===== src/rtl/adder_shift_counter.sv =====
// N-bit shift/load register with a ripple-carry adder that adds Q to Addend and CarryIn.
// Loading the sum gives counting (Addend=1) or hold (Addend=0, CarryIn=0).
module adder_shift_counter #(
    parameter int N = 64
) (
    input  logic         Clock,
    input  logic         Reset,
    input  logic         Enable,
    input  logic         Load,
    input  logic         Direction,
    input  logic         LeftInput,
    input  logic         RightInput,
    input  logic [N-1:0] Addend,
    input  logic         CarryIn,
    output logic [N-1:0] Q,
    output logic [N-1:0] Sum,
    output logic         CarryOut
);

    // Returns {carry_out, sum} of a single-bit full adder.
    function automatic logic [1:0] full_add(input logic a, input logic b, input logic c);
        return {(a & b) | (a & c) | (b & c), a ^ b ^ c};
    endfunction

    logic [N-1:0] q_q;
    logic [N-1:0] q_d;
    logic [N:0]   carry_s;
    logic [N-1:0] sum_s;

    // Ripple-carry chain: bit i takes its carry from bit i-1, bit 0 from CarryIn.
    always_comb begin
        carry_s    = '0;
        sum_s      = '0;
        carry_s[0] = CarryIn;
        for (int i = 0; i < N; i++) begin
            {carry_s[i+1], sum_s[i]} = full_add(q_q[i], Addend[i], carry_s[i]);
        end
    end

    // Next-state selection: hold, load sum, shift left, or shift right.
    always_comb begin
        q_d = q_q;
        if (!Enable) begin
            q_d = q_q;
        end else if (Load) begin
            q_d = sum_s;
        end else if (Direction) begin
            q_d = {q_q[N-2:0], RightInput};
        end else begin
            q_d = {LeftInput, q_q[N-1:1]};
        end
    end

    // State register, cleared asynchronously by Reset.
    always_ff @(posedge Clock or posedge Reset) begin
        if (Reset) begin
            q_q <= '0;
        end else begin
            q_q <= q_d;
        end
    end

    assign Q        = q_q;
    assign Sum      = sum_s;
    assign CarryOut = carry_s[N];

endmodule


===== config.mk =====
export PLATFORM = sky130hd
export DESIGN_NAME = adder_shift_counter
export DESIGN_NICKNAME = d
export VERILOG_FILES = /design/src/rtl/adder_shift_counter.sv
export SDC_FILE = /design/constraint.sdc
export NUM_CORES = 1
export LEC_CHECK = 0
export ABC_CLOCK_PERIOD_IN_PS = 87100
export BUFFER_PORTS_ARGS = -buffer_cell sky130_fd_sc_hd__buf_2
export CAP_MARGIN = 20
export CORE_ASPECT_RATIO = 0.8
export CORE_MARGIN = 2
export CORE_UTILIZATION = 54
export DETAILED_ROUTE_END_ITERATION = 12
export GPL_TIMING_DRIVEN = 0
export PLACE_DENSITY = 0.88
export SETUP_SLACK_MARGIN = 0.05
export SYNTH_ARGS = -nofsm -noshare
export SYNTH_HDL_FRONTEND = slang
export SYNTH_SLANG_ARGS = --single-unit

===== constraint.sdc =====
create_clock -name Clock -period 87.1 [get_ports Clock]
set_input_delay 17.42 -clock Clock [delete_from_list [all_inputs] [get_ports Clock]]
set_output_delay 17.42 -clock Clock [all_outputs]
set_load 0.005 [all_outputs]

# Word level (Yosys, flattened, before mapping)
# Cells that the tools add are included.
# word_totals
regBits,64
in_bits,72
out_inout_bits,129
elab_cells,451
# classes
muxes,2
n_bitwise,448
# op_table
operator,n
1-bit AND,192
64-bit 2-to-1 mux,2
1-bit bitwise OR,128
1-bit XOR,128

# Depth between registers and ports, before layout
# Gate-level depths: netlist of run 1.
# depth
word_depth,192
mapped_depth,68
ltp_nobuf,68

# Worst setup path after synthesis of run 1
# No wires, ideal clock.
# synth_timing
path_kind,input -> output
from,input port Addend[0]
to,output port Sum[63]
arrival_ns,41.732
required_ns,69.680
path_slack_ns,27.948
stages,68
n_path_buf,0
path_cell_list,inv_1 -> fa_1 -> inv_1 -> fa_1 -> fa_1 -> fa_1 -> fa_1 -> fa_1 -> fa_1 -> fa_1 -> fa_1 -> fa_1 -> fa_1 -> fa_1 -> fa_1 -> fa_1 -> fa_1 -> fa_1 -> [32 not listed] -> fa_1 -> fa_1 -> fa_1 -> fa_1 -> fa_1 -> fa_1 -> fa_1 -> fa_1 -> fa_1 -> fa_1 -> fa_1 -> fa_1 -> fa_1 -> fa_1 -> fa_1 -> inv_1 -> fa_1 -> inv_1
# synth_via
elab_chain_len,190
word_cells_on_any_way,253
cone_classes,bitwise (253)
# synth_rtl
item,line,rtl
start: declaration,13,"input logic [N-1:0] Addend,"
1-bit AND,22,"return {(a & b) | (a & c) | (b & c), a ^ b ^ c};"
1-bit bitwise OR,22,
1-bit bitwise OR (*),22,
1-bit AND,22,
1-bit bitwise OR,22,
1-bit bitwise OR (*),22,
1-bit AND,22,
1-bit bitwise OR,22,
[174 not listed],n/a,
1-bit bitwise OR (*),22,
1-bit AND,22,
1-bit bitwise OR,22,
1-bit bitwise OR (*),22,
1-bit AND,22,
1-bit bitwise OR,22,
1-bit bitwise OR (*),22,
1-bit XOR (*),22,
end: declaration,16,"output logic [N-1:0] Sum,"
# Mark *: on every way between the ends. The rest lies on a longest branch, timed or not.

# Worst setup path in the final report of run 1
# Ends and elaborated chain as after synthesis.

==> run metrics, run 1 <==
worst clock skew=5.71 ps; max reg flops=64; Final Slew Violations=0; global-route total usage across every layer=26.7%; parity-gate share of the synthesized area counting xor and xnor cells=0%; family of cells with the greatest summed delay on the critical path=adder cells; highest ir drop seen on vdd=0.0000219 V; routed wire length=13.2 mm; number of flops mapped to enable cells by yosys=0; die boundary height=90.2 um; proportion of layout cells with a drive suffix above 1=47.6%; clock root buffer=clkbuf_16; count of TritonRoute iterations in the first routing pass=5; Crit. End Element=primary output; Clk pin slew, worst setup/hold paths=50 ps; input/output buffers=199; post-layout instance area=0.00645 mm2; area share of the largest cell type after synthesis=31.9%; cts-stage hold buffer count=0; number of primary I/O pins=201; Max-Cap Viols=0; mean cell area of the mapped netlist=13.8 um2; maximum number of pins on one net before global-route repair=39; leakage dissipation=0.00326 uW; Crit path arrival time=43260 ps; mux cell area share after synthesis=16.7%; area of the die=0.0101 mm2; Pwr per Cell Area=39.0 mW/mm2; largest family of logic cells by synthesized area=adder cells; clock period minus final worst setup slack=60680 ps; DP HPWL=10.2 mm; netlist area before placement=0.00502 mm2; Antenna Nets Post-Route=0; mean routed wirelength per cell=18.9 um; slew at the pin with the worst max-slew slack=858 ps; arithmetic-cell share of the synthesized area counting full adders, half adders and majority gates=25.5%; initial cell density of the core=55.5%; most frequent CP cell=fa_1; final weighted congestion of routability-driven global placement=0.802; GR Overflow Total=0; first-pass GRT wire length=21.7 mm; required time of the critical path=69680 ps; category of the critical setup timing path=primary input to primary output; number of setup buffers added after CTS=0; flip-flop cell with the highest count after synthesis=dfrtp_1; buffers and inverters on the worst path=6; clock tree from TritonCTS=built; number of global-route vias before repair=4217; layout overhead on the synthesized area=28.6%; final layout net count=711; clock latency at the later pin of the worst-skew pair=320 ps; Post-Synth Simple-Gate Area=8.67%; Slowest cell on crit path=fa_1; buffer levels on the longest clock path=2; most area-consuming cells after synthesis=dfrtp_1 (32%), fa_1 (26%), a221o_1 (12%); DRC violation total after the first TritonRoute iteration=180; number of flip-flops and latches in the synthesized netlist=64; final core area utilization=71.4%; part of the cycle the worst path needs=69.7%; count of distinct cell types in the synthesized netlist=21; CTS-repair resized insts=0; Compound-Gate Fraction of Synth Area=12.7%; yosys warns=0; number of antenna violations at the first check in global routing=0; synthesized netlist net count=500; highest cell delay on the worst timing path=450 ps; Max Clk Rate=0.0165 GHz; Final Hold Violating Endpoints=0; unrepaired setup endpoints after global routing=false; number of H-tree levels=3; Placed Instance Area=0.00618 mm2; Residual DRC=0; result of the run=complete, no violations; cells after synthesis=364; sequential share of the synthesized area=31.9%; Setup Total Neg Slack=0 ps; number of placement rows=31; Async SR Flop Fraction=100%; final number of setup-violating endpoints=0; via density per instance=5.71; class of the most critical hold timing path=flop to flop; TritonCTS buffer count=9; Chip Width=112 um; Startpoint Class=primary input; via total after detailed routing=3969; number of antenna repair diodes=0; CTS sink count=64; CORE AREA=0.00904 mm2; Rel. slew slack=42.7%; Synth top cells by count=dfrtp_1 (64), fa_1 (64), a221o_1 (61), nor2b_1 (56), mux2_4 (33); highest net fanout along the worst path=2; top cell type by total area after synthesis=dfrtp_1
power by group:
part	switching [uW]	total, uW	internal, uW
combinational	64.2	150	86.0
sequential	24.5	68.6	44.1
clock	12.9	32.9	19.9
metrics by stage:
stage / setup slack, ps / hold WS, ps / total power [uW] / cells
2_1_floorplan: 27950 / 527 / 151 / 364
5_1_grt: 25640 / 614 / 273 / 695
4_1_cts: 26460 / 577 / 253 / 695
3_3_place_gp: 26960 / 552 / 210 / 678
3_5_place_dp: 26590 / 566 / 219 / 679
6_report: 26420 / 569 / 252 / 695
area by class of cell:
class / count / area (um2)
Multi-Input combinational cell: 261 / 3190
Fill cell: 625 / 2580
Sequential cell: 64 / 1600
Timing Repair Buffer: 200 / 1020
Clock buffer: 11 / 243
Buffer: 28 / 184
Tap cell: 115 / 144
Inverter: 11 / 41.3
Clock inverter: 5 / 32.5
cell families after synthesis:
group / Yosys count
multiplexers: 64
AO/OA/AOI/OAI: 64
AND/OR/NAND/NOR: 69
adder cells (fa/ha/maj): 64
buffers and inverters: 39
flip-flops: 64
worst register-to-register path: cells and delay by family (launching register included):
kind / cells / cell delay (ps)
AO/OA/AOI/OAI: 1 / 200
buffers and inverters: 3 / 230
adder cells (fa/ha/maj): 64 / 25320
flip-flops: 1 / 420
per-layer routing:
layer | global-route usage, % | vias up | routed length (um)
li1 | - | 1769 | -
met1 | 36.2 | 2041 | 5550
met2 | 45.3 | 139 | 6880
met3 | 4.38 | 20 | 520
met4 | 6.69 | 0 | 217
met5 | 0 | - | 0
cell usage in the layout (no fill, tap or decap), drive strengths merged:
cell and count:
fa 64, dfrtp 64, nand3 1, and2b 6, buf 223, clkbuf 16, nand2b 4, mux2i 3
clkinv 2, a221o 61, nand2 1, inv 11, o221ai 2, o211ai 1, nor2b 56, and2 1
clkinvlp 3, mux2 61
path summary, 6_finish.rpt:
path	from	end	slack, ps	cells past startpoint
max in group asynchronous	Reset	Q[21]	69190	3
min reg2reg	Q[63]	Q[63]	570	2
min in group asynchronous	Reset	Q[36]	17280	2
max	Addend[0]	Sum[63]	26420	70
max reg2reg	Q[0]	Q[63]	60820	68
min	Q[63]	Q[63]	570	2
Power figures use the tool's default switching activity.
==> run 2: changes to the inputs <==
Settings changed: ABC_AREA from default to 1, ABC_CLOCK_PERIOD_IN_PS 87100 to 54300, CORE_UTILIZATION 54 to 46, PLACE_DENSITY 0.88 to 0.78.
Clock period 87.1 ns to 54.3 ns, I/O delays scaled along.
==> run metrics, run 2 <==
Residual DRC=0; netlist area before placement=0.00536 mm2; cts-stage hold buffer count=0; count of TritonRoute iterations in the first routing pass=5; area occupied by registers=0.00160 mm2; multi-input gate area in the final layout=0.00312 mm2; most area-consuming cells after synthesis=dfrtp_1 (30%), fa_1 (24%), nand2_1 (22%); Slowest cell on crit path=fa_1; highest ir drop seen on vdd=0.0000220 V; Reg-to-Reg Start=Q[0]; Final Slew Violations=0; start point of the worst min-delay path=Q[41]; unrepaired setup endpoints after global routing=false; layout overhead on the synthesized area=28.5%; number of global-route vias before repair=4866; Chip Width=125 um; initial cell density of the core=46.9%; top cell type by total area after synthesis=dfrtp_1; first-pass GRT wire length=24.2 mm; # fillers=1077; proportion of layout cells with a drive suffix above 1=28.5%; number of H-tree levels=3; Clk pin slew, worst setup/hold paths=50 ps; slew at the pin with the worst max-slew slack=821 ps; Crit. End Element=primary output; highest cell delay on the worst timing path=460 ps; number of primary I/O pins=201; clock latency at the later pin of the worst-skew pair=320 ps; TritonCTS buffer count=9; M1 wire length=6.42 mm; global-route total usage across every layer=23.7%; Setup Total Neg Slack=0 ps; Antenna Nets Post-Route=0; family of cells with the greatest summed delay on the critical path=adder cells; number of placement rows=35; die boundary height=101 um; count of distinct cell types in the synthesized netlist=13; number of setup buffers added after CTS=0; cells after synthesis=692; GR Overflow Total=0; number of flip-flops and latches in the synthesized netlist=64; Pwr per Cell Area=43.5 mW/mm2; buffer levels on the longest clock path=2; sequential share of the synthesized area=29.9%; routed wire length=14.4 mm; DP HPWL=10.8 mm; via density per instance=4.92; highest net fanout along the worst path=2; area share of the largest cell type after synthesis=29.9%; via total after detailed routing=5193; Max Clk Rate=0.0211 GHz; Final Hold Violating Endpoints=0; most numerous cell in the Yosys netlist=nand2_1; number of antenna repair diodes=0; flip-flop cell with the highest count after synthesis=dfrtp_1; yosys warns=0; DRC violation total after the first TritonRoute iteration=354; final layout net count=1039; commonest non-fill, non-tap cells in the layout=nand2_1 (320), buf_2 (221), inv_1 (73); input/output buffers=200; Max-Cap Viols=0; class of the most critical hold timing path=flop to flop; met3 WL post-DR=1.05 mm; Rel. slew slack=45.3%; clock tree from TritonCTS=built; leakage dissipation=0.00390 uW; most common library cell in the layout ignoring fill and taps=nand2_1; required time of the critical path=43440 ps; final weighted congestion of routability-driven global placement=0.840; routed wl met2=6.84 mm; Startpoint Class=primary input; Async SR Flop Fraction=100%; worst clock skew=9.00 ps; clock period minus final worst setup slack=47480 ps; mean routed wirelength per cell=13.6 um; area of the die=0.0125 mm2; CTS-repair resized insts=0; CORE AREA=0.0114 mm2; result of the run=complete, no violations; maximum number of pins on one net before global-route repair=65; final number of setup-violating endpoints=0; worst setup path start=CarryIn; number of flops mapped to enable cells by yosys=0; final core area utilization=60.3%; Crit path arrival time=36620 ps; clock root buffer=clkbuf_16; mean cell area of the mapped netlist=7.75 um2; synthesized netlist net count=828; category of the critical setup timing path=primary input to primary output; Synth top cells by count=nand2_1 (320), inv_1 (74); buffers and inverters on the worst path=6; number of antenna violations at the first check in global routing=0; part of the cycle the worst path needs=87.4%; CTS sink count=64; max reg flops=64; Max Used Layer=met4; most frequent CP cell=fa_1
## run 2: final timing paths
kind	cells past startpoint	end	slack [ps]
worst min register to register	2	Q[41]	580
worst min-delay path	2	Q[41]	580
max in group asynchronous	2	Q[15]	43050
min in group asynchronous	2	Q[41]	10720
worst max register to register	70	Q[63]	28000
worst max-delay path	70	Sum[63]	6820
## run 2: final cells by class
class                   count  share of cell area (%)
inverters                  76                    4.18
clock buffers              12                    3.87
flip-flops and latches     64                    23.2
well taps                 148                    2.69
clock inverters             4                    1.09
plain buffers              40                    5.10
repair buffers            200                    14.5
multi-input cells         512                    45.3
## run 2: per-stage QoR
step | instance area, um2 | hold slack [ps] | worst slack [ps] | std cells | total power (uW)
after CTS | 6890 | 588 | 6810 | 1056 | 303
after floorplan | 5360 | 514 | 8270 | 692 | 170
after detailed placement | 6550 | 572 | 6930 | 1040 | 236
after global routing | 6890 | 615 | 6030 | 1056 | 329
final | 6890 | 585 | 6820 | 1056 | 300
after global placement | 6550 | 557 | 7070 | 1040 | 232
## run 2: worst reg2reg max path: cells and delay by family, from the launching register on
family / cells / cell delay, ps
AOI/OAI and AO/OA: 1 / 170
adders and majority gates: 64 / 25280
buffers and inverters: 3 / 220
DFF: 1 / 430
and+or+nand+nor: 2 / 120
## run 2: per-layer routing
metal,track usage (%),vias up
met2,38.5,215
met1,34.2,2431
met3,4.19,7
met5,0,-
li1,-,2540
met4,3.89,0
## run 2: logic make-up after synthesis
kind of cell / synth area share, %
AOI/OAI and AO/OA: 5.97
adders and majority gates: 23.9
buffers and inverters: 11.9
DFF: 29.9
and+or+nand+nor: 28.4
## run 2: report_power, final
group / switching (uW) / internal [uW] / leakage, uW / total [uW]
clock: 21.3 / 44.0 / 0.000161 / 65.3
sequential: 24.0 / 61.0 / 0.000776 / 85.0
combinational: 76.0 / 73.6 / 0.00296 / 150
==> run 3: changes to the inputs <==
--- a/config.mk
+++ b/config.mk
@@ -16,3 +16,3 @@
 export GPL_TIMING_DRIVEN = 0
-export PLACE_DENSITY = 0.78
+export PLACE_DENSITY = 0.86
 export SETUP_SLACK_MARGIN = 0.05
--- a/constraint.sdc
+++ b/constraint.sdc
@@ -3,2 +3,2 @@
 set_output_delay 10.86 -clock Clock [all_outputs]
-set_load 0.005 [all_outputs]
+set_load 0.1 [all_outputs]
==> run metrics, run 3 (synthesis gave the netlist of run 2 again) <==
worst hold path cell count=2; family of cells with the greatest summed delay on the critical path=adder cells; DRC violation total after the first TritonRoute iteration=358; Residual DRC=0; mean routed wirelength per cell=13.5 um; clock root buffer=clkbuf_16; CTS-repair resized insts=0; worst clock skew=6.87 ps; maximum number of pins on one net before global-route repair=35; global-route total usage across every layer=24.0%; required time of the critical path=43440 ps; start point of the worst min-delay path=Q[0]; Max-Cap Viols=0; final weighted congestion of routability-driven global placement=0.877; part of the cycle the worst path needs=88.3%; CORE AREA=0.0114 mm2; number of antenna repair diodes=0; most frequent CP cell=fa_1; Clk pin slew, worst setup/hold paths=60 ps; clock period minus final worst setup slack=47930 ps; number of cell instances on the worst register-to-register path=70; Chip Width=125 um; final layout net count=1040; Antenna Nets Post-Route=0; highest cell delay on the worst timing path=470 ps; first-pass GRT wire length=24.6 mm; area occupied by registers=0.00160 mm2; # fillers=1050; via density per instance=4.89; cts-stage hold buffer count=0; proportion of layout cells with a drive suffix above 1=28.5%; GR Overflow Total=0; clock tree from TritonCTS=built; Setup Total Neg Slack=0 ps; Crit path arrival time=37070 ps; final number of setup-violating endpoints=0; count of TritonRoute iterations in the first routing pass=5; clock latency at the later pin of the worst-skew pair=320 ps; number of placement rows=35; layout overhead on the synthesized area=28.3%; buffers and inverters on the worst path=6; multi-input gate area in the final layout=0.00312 mm2; unrepaired setup endpoints after global routing=false; commonest non-fill, non-tap cells in the layout=nand2_1 (320), buf_2 (221), inv_1 (73); die boundary height=101 um; Max Clk Rate=0.0209 GHz; Final Slew Violations=0; Final Hold Violating Endpoints=0; via total after detailed routing=5174; slew at the pin with the worst max-slew slack=692 ps; number of global-route vias before repair=5044; category of the critical setup timing path=primary input to primary output; area of the die=0.0125 mm2; register-to-register setup slack=27890 ps; number of antenna violations at the first check in global routing=0; buffer levels on the longest clock path=2; Startpoint Class=primary input; Rel. slew slack=53.8%; capture point of the worst reg-to-reg path=Q[63]; Slowest cell on crit path=fa_1; Crit. End Element=primary output; highest net fanout along the worst path=2; most common library cell in the layout ignoring fill and taps=nand2_1; routed wire length=14.3 mm; number of setup buffers added after CTS=0; class of the most critical hold timing path=flop to flop; max reg flops=64; input/output buffers=200; result of the run=complete, no violations; number of H-tree levels=3; number of primary I/O pins=201; CTS sink count=64; Min-Delay Endpoint=Q[0]; Reg-to-Reg Start=Q[0]; DP HPWL=11.1 mm; TritonCTS buffer count=9; initial cell density of the core=46.9%
==> run 3: cell types whose count changed in the layout (fill, tap and decap cells not counted) <==
cell        previous run  this run
clkbuf_1               0         1
inv_4                  1         0
clkbuf_8              10         9
bufinv_16              2         1
buf_12                 0         1
inv_2                  2         3
clkinvlp_4             2         3
==> run 3: cell type report <==
type | count | area share (%)
multi-input combinational | 512 | 45.4
sequential | 64 | 23.3
timing repair buffer | 201 | 14.8
buffer | 40 | 5.11
inverter | 76 | 4.15
clock buffer | 12 | 3.73
tap | 148 | 2.69
clock inverter | 4 | 0.764
==> run 3: metal layers <==
layer / part of all wire (%) / global-route usage [%] / vias up
met5: 0 / 0 / -
met3: 7.0 / 3.87 / 2
li1: - / - / 2545
met2: 47 / 39.2 / 204
met4: 0.22 / 3.63 / 0
met1: 45 / 34.9 / 2423
==> run 3: how the worst max path moves through the flow <==
stage / to / startpoint / slack (ps) / depth (start not counted)
global placement: Sum[63] / CarryIn / 6680 / 70
detailed placement: Sum[63] / CarryIn / 6510 / 70
floorplan: Sum[63] / Addend[0] / 7720 / 68
global route: Sum[63] / CarryIn / 5600 / 70
CTS: Sum[63] / CarryIn / 6380 / 70
finish: Sum[63] / CarryIn / 6370 / 70
==> run 3: through the flow <==
| step | util (%) | cells | setup slack, ps | cell area [um2] | hold WS, ps |
|---|---|---|---|---|---|
| after floorplan | - | 692 | 7720 | 5360 | 1000 |
| after global placement | 57.3 | 1040 | 6680 | 6550 | 529 |
| after detailed placement | 57.5 | 1041 | 6510 | 6570 | 549 |
| after CTS | 60.2 | 1057 | 6380 | 6880 | 563 |
| after global routing | 60.2 | 1057 | 5600 | 6880 | 581 |
| final | 60.2 | 1057 | 6370 | 6880 | 563 |
==> run 3: tightest hold or removal path, delay by kind of cell (launching register included) <==
kind / cells / cell delay (ps)
flip-flops: 1 / 400
AND/OR/NAND/NOR: 2 / 140
Power of run 3 is not shown: default switching activity piles up to over one toggle a cycle in this logic, so the estimate is an artifact.
